`config.mk`:
```
export PLATFORM = sky130hd
export DESIGN_NAME = etapa_busqueda
export DESIGN_NICKNAME = d
export VERILOG_FILES = /design/src/rtl/paquete_mips.sv /design/src/rtl/calc_siguiente_pc.sv /design/src/rtl/etapa_busqueda.sv
export SDC_FILE = /design/constraint.sdc
export NUM_CORES = 1
export LEC_CHECK = 0
export BUFFER_PORTS_ARGS = -buffer_cell sky130_fd_sc_hd__buf_4
export CORE_UTILIZATION = 40
export CTS_CLUSTER_SIZE = 14
export DETAILED_ROUTE_END_ITERATION = 6
export HOLD_SLACK_MARGIN = 0.06
export PLACE_DENSITY_LB_ADDON = 0.15
export SKIP_CTS_REPAIR_TIMING = 1
export SYNTH_ARGS = -nofsm -noshare
export SYNTH_HDL_FRONTEND = slang
export SYNTH_SLANG_ARGS = --single-unit
```
`constraint.sdc`:
```
create_clock -name clk -period 14.72 [get_ports clk]
set_clock_uncertainty 0.2 [all_clocks]
set_input_delay 2.944 -clock clk [delete_from_list [all_inputs] [get_ports clk]]
set_output_delay 2.944 -clock clk [all_outputs]
set_load 0.01 [all_outputs]
```
`src/rtl/paquete_mips.sv`:
```
// Shared fetch-stage definitions: FSM states, opcodes and the NOP word.
package paquete_mips;

    typedef enum logic [1:0] {
        ARRANQUE,
        BUSCA,
        DETENIDO,
        DESCARTE
    } estado_t;

    localparam logic [5:0]  OP_J       = 6'b000010;
    localparam logic [5:0]  OP_BEQ     = 6'b000100;
    localparam logic [31:0] NOP_WORD   = 32'h0000_0000;
    localparam logic [31:0] PC_INC_DEF = 32'd4;

endpackage

```
`src/rtl/calc_siguiente_pc.sv`:
```
// Branch/jump target computation and redirect decision for an instruction
// held in a pipeline register; jump wins over branch.
module calc_siguiente_pc (
    input  logic        valid,
    input  logic        stall,
    input  logic        branch,
    input  logic        jump,
    input  logic        zero,
    input  logic [31:0] pc4,
    input  logic [25:0] imm,
    output logic        redirect,
    output logic [31:0] target
);

    logic [31:0] branch_tgt;
    logic [31:0] jump_tgt;

    assign branch_tgt = pc4 + {{14{imm[15]}}, imm[15:0], 2'b00};
    assign jump_tgt   = {pc4[31:28], imm, 2'b00};

    // valid gates first so unknown control bits on an empty slot are masked
    assign redirect = valid & ~stall & (jump | (branch & zero));
    assign target   = jump ? jump_tgt : branch_tgt;

endmodule

```
`src/rtl/etapa_busqueda.sv`:
```
// Instruction-fetch stage with IF/ID register; owns the PC and talks to
// instruction memory over a req/ack handshake.
module etapa_busqueda
    import paquete_mips::*;
#(
    parameter logic [31:0] RESET_PC = 32'h0000_0000,
    parameter logic [31:0] PC_INC   = PC_INC_DEF
) (
    input  logic        clk,
    input  logic        reset,
    input  logic        stall,
    input  logic        branch,
    input  logic        jump,
    input  logic        zero,
    output logic        imem_req,
    output logic [31:0] imem_addr,
    input  logic [31:0] imem_rdata,
    input  logic        imem_ack,
    output logic [31:0] pc,
    output logic [31:0] if_id_instr,
    output logic [31:0] if_id_pc4,
    output logic        if_id_valid,
    output logic [5:0]  op_code
);

    estado_t     state, state_n;
    logic [31:0] pc_n;
    logic [31:0] instr_n, pc4_n;
    logic        valid_n;
    logic [31:0] held_instr, held_instr_n;
    logic [31:0] held_pc4, held_pc4_n;
    logic [31:0] pend, pend_n;
    logic [31:0] fetch_pc4;
    logic        redirect;
    logic [31:0] target;

    calc_siguiente_pc u_calc (
        .valid    (if_id_valid),
        .stall    (stall),
        .branch   (branch),
        .jump     (jump),
        .zero     (zero),
        .pc4      (if_id_pc4),
        .imm      (if_id_instr[25:0]),
        .redirect (redirect),
        .target   (target)
    );

    assign fetch_pc4 = pc + 32'd4;
    assign imem_req  = (state == BUSCA) || (state == DESCARTE);
    assign imem_addr = pc;
    assign op_code   = if_id_instr[31:26];

    always_ff @(posedge clk or posedge reset) begin
        if (reset) begin
            state       <= ARRANQUE;
            pc          <= RESET_PC;
            if_id_instr <= NOP_WORD;
            if_id_pc4   <= '0;
            if_id_valid <= 1'b0;
            held_instr  <= '0;
            held_pc4    <= '0;
            pend        <= '0;
        end else begin
            state       <= state_n;
            pc          <= pc_n;
            if_id_instr <= instr_n;
            if_id_pc4   <= pc4_n;
            if_id_valid <= valid_n;
            held_instr  <= held_instr_n;
            held_pc4    <= held_pc4_n;
            pend        <= pend_n;
        end
    end

    always_comb begin
        state_n      = state;
        pc_n         = pc;
        instr_n      = if_id_instr;
        pc4_n        = if_id_pc4;
        valid_n      = if_id_valid;
        held_instr_n = held_instr;
        held_pc4_n   = held_pc4;
        pend_n       = pend;
        unique case (state)
            ARRANQUE: state_n = BUSCA;
            BUSCA: begin
                if (redirect) begin
                    valid_n = 1'b0;
                    instr_n = NOP_WORD;
                    if (imem_ack) begin
                        pc_n = target;
                    end else begin
                        // request already in flight: finish it, then jump
                        pend_n  = target;
                        state_n = DESCARTE;
                    end
                end else if (stall) begin
                    if (imem_ack) begin
                        held_instr_n = imem_rdata;
                        held_pc4_n   = fetch_pc4;
                        pc_n         = pc + PC_INC;
                        state_n      = DETENIDO;
                    end
                end else if (imem_ack) begin
                    instr_n = imem_rdata;
                    pc4_n   = fetch_pc4;
                    valid_n = 1'b1;
                    pc_n    = pc + PC_INC;
                end else begin
                    valid_n = 1'b0;
                end
            end
            DETENIDO: begin
                if (!stall) begin
                    state_n = BUSCA;
                    if (redirect) begin
                        valid_n = 1'b0;
                        instr_n = NOP_WORD;
                        pc_n    = target;
                    end else begin
                        instr_n = held_instr;
                        pc4_n   = held_pc4;
                        valid_n = 1'b1;
                    end
                end
            end
            DESCARTE: begin
                if (imem_ack) begin
                    pc_n    = pend;
                    state_n = BUSCA;
                end
            end
            default: state_n = ARRANQUE;
        endcase
    end

endmodule

```
==> results.md <==
- Seq. cell area: just under 0.005 mm²
- Clk pin slew, worst setup/hold paths: around 0.080 ns
- Final ANT Viol Nets: 0
- Peak supply drop: 0.0000835 V
- DR WL/cell: between 15 and 20 µm
- Final Slew Violations: 0
- Num CTS Buffers: 17
- Startpoint types: primary input
- Vias/cell: ~5.5
- Worst hold path type: reg2reg
- Top cell type's share of synthesized area: a little over two fifths
- Grt met1 use: 34.8%
- Global-route track usage on met3: under 10%
- CTS Buffer Depth: 2
- Initial antenna violation count: 0
- Placed cells: between 1500 and 2000
- Htree depth: 4
- Leakage: 0.00617 µW
- Post-synth ARST share: 100%
- Pre-CTS WS: slightly below 9 ns
- Gp weighted congestion: about 0.88
- Final Hold Fails: 0
- CP arrival: between 5 and 6 ns
- First-pass GRT wire length: about 52000 µm
- Initial Util: around 41%
- Worst slew pin tran: 1.06 ns
- Post-synth EDFFs: 0
- GRT Residual Overflow: 0
- CTS Sinks: around 200
- Synth Register Bits: about 200
- Top FF cell, synth: dfrtp_1
- Fill cells: 2665
- 1st-pass router iterations: 6
- Worst slew margin: 29.0%
- GR Util All Layers: 23.8%
- Worst endpoint required time: roughly 15 ns
- Sequential fraction of the synthesis area: 43.6%
- Port bufs: between 150 and 200
- Critical Path End Type: register
- Dominant cell type by area after synthesis: dfrtp_1
- Max Fclk: 182 MHz
- Dpl cell area: 0.0125 mm²
- Endpoints failing setup: 0
- CTS root buffer: clkbuf_16
- Multi-input logic area: 0.00569 mm²
- DRT iter0 DRCs: around 700
- Mean post-synth cell area: 8.95 µm²
- CTS tree: yes
- Number of global-route vias before repair: just under 9000
- Residual DRC: 0
- Netlist cell types: 67
- Fin crit share: between 30% and 40%
- Netlist Area Pre-Place: approximately 0.011 mm²
- Most used routing layer: met2
- Full die area: about 0.029 mm²
- Clk_lat worst skew: 0.44 ns
- Fin Setup TNS: 0 ns
- FP Rows: 60
- Hold_ws: approximately 0.28 ns
- Tmin final: about 5.5 ns
- Inserted Diodes: 0
- Vias: between 9000 and 10000
- Largest net degree at the start of global routing: between 100 and 150
- Hpwl dp: about 23000 µm
- Unrepaired setup endpoints after global routing: false
- Max Cap Viol: 0
- Crit path max fanout: 60
- Area growth, synth to finish: 16.9%
- Final Non-Filler Cells: between 1500 and 2000
- Status: completed
- Share of cells above drive strength 1: 20.7%
- Ports: between 150 and 200
- Final instance area: approximately 0.013 mm²
- Final wirelength: between 30000 and 40000 µm
- Syn Inst Count: 1251
- Chip width: approximately 170 µm
- Final #Nets: around 1400
- Largest cells by area after synthesis: dfrtp_1 44%, nand2_1 6.7%, o21ai_0 6.2%
- Crit Path Class: in2reg
- Syn Nets: approximately 1300
- PD cells: ~230 mW/mm²
- Ys Warns: 0
- Fin worst setup slack: between 9 and 10 ns
- Die Y: 169 µm
- Core area: about 0.027 mm²
- GR Util met2: around 36%
[where the power goes]
part           leakage, µW  internal (µW)  switching, µW  total, µW
Sequential         0.00240            780            290       1070
Combinational      0.00349            668            838       1510
Clock             0.000281            243            242        485
[worst max-delay path: stages]
cell and delay, ns:
buf_4 0.50, a21oi_1 0.08, nor2b_1 0.24, nand2_1 0.22
nand2b_1 0.12, buf_4 0.33, nand2_1 0.42, nor2_1 0.43
nand3_1 0.12, a31oi_1 0.20
[flip-flops by register name (all words and copies together), names as in the netlist]
signal / flops
held_instr: 32
held_pc4: 32
if_id_instr: 32
if_id_pc4: 32
imem_addr: 32
pend: 32
state: 2
if_id_valid: 1
[through the flow]
step	power (µW)	util, %
CTS	3070	48.2
finish	3060	48.2
global placement	2550	46.0
global route	3300	48.2
floorplan	2020	-
detailed placement	2580	46.0
[layer usage]
| layer | wire [µm] | vias up |
|---|---|---|
| li1 | - | 4565 |
| met1 | 15800 | 4600 |
| met2 | 14400 | 296 |
| met3 | 2330 | 43 |
| met4 | 591 | 0 |
| met5 | 0 | - |
[Yosys cell counts (26+ instances only)]
master    number
dfrtp_1      195
nor2_1        93
nand2_1      201
xor2_1        26
ha_1          30
nand3_1       27
mux2_2        41
buf_4         40
a21oi_1       82
o21ai_0      139
clkbuf_1      54
mux2i_1       50
[cells in the final DEF, fill, tap and decap left out, types with 4 or more instances in the layout]
cell type     n
o31ai_1       6
o21a_1        5
o21bai_1      4
buf_4       185
nor3_2        5
nand3_1      27
nor2b_1       7
dfrtp_1     195
nand2_1     201
nor2_1       92
a221o_1       4
and3_1       15
o211ai_1     12
o2111ai_1     4
o31a_1        4
nand2b_1     16
nand4_1      14
inv_8         6
a211o_1       4
clkbuf_16    17
o21ai_0     139
a21oi_1      82
mux2i_1      50
xor2_1       26
clkinvlp_4    4
ha_1         30
a221oi_1      8
inv_1        15
mux2_2       41
a21o_1       16
o22ai_1       4
o21ai_1      10
xnor2_1      17
nor3_1        8
a31oi_1      16
[kinds of logic after synthesis]
logic type / count (synthesis) / share of synthesized area (%)
AO/OA/AOI/OAI: 349 / 18.8
XOR/XNOR: 43 / 3.36
buffers and inverters: 131 / 5.87
AND/OR/NAND/NOR: 411 / 16.3
multiplexers: 91 / 8.59
flip-flops: 195 / 43.6
adder cells (fa/ha/maj): 31 / 3.53
[path summary, 6_finish.rpt]
path / cells past startpoint / startpoint / slack (ns) / endpoint
hold / removal: 2 / held_pc4[14]$_DFFE_PP0P_ / 0.28 / held_pc4[14]$_DFFE_PP0P_
hold reg to reg: 2 / held_pc4[14]$_DFFE_PP0P_ / 0.28 / held_pc4[14]$_DFFE_PP0P_
max in group asynchronous: 3 / reset / 10.29 / if_id_pc4[15]$_DFFE_PP0P_
min in group asynchronous: 2 / reset / 2.45 / held_instr[20]$_DFFE_PP0P_
setup reg to reg: 9 / if_id_instr[15]$_DFFE_PP0P_ / 11.09 / pend[31]$_DFFE_PP0P_
setup / recovery: 10 / jump / 9.23 / imem_addr[25]$_DFFE_PP0P_
[layout make-up]
cell class                 instances  area share [%]
clock buffer                      17            3.25
clock inverter                    15            1.31
inverter                          17           0.545
multi-input combinational        925            43.5
sequential                       195            37.3
tap                              372            3.56
timing repair buffer             185            10.6
No activity file was read; power rests on OpenSTA's default activity.
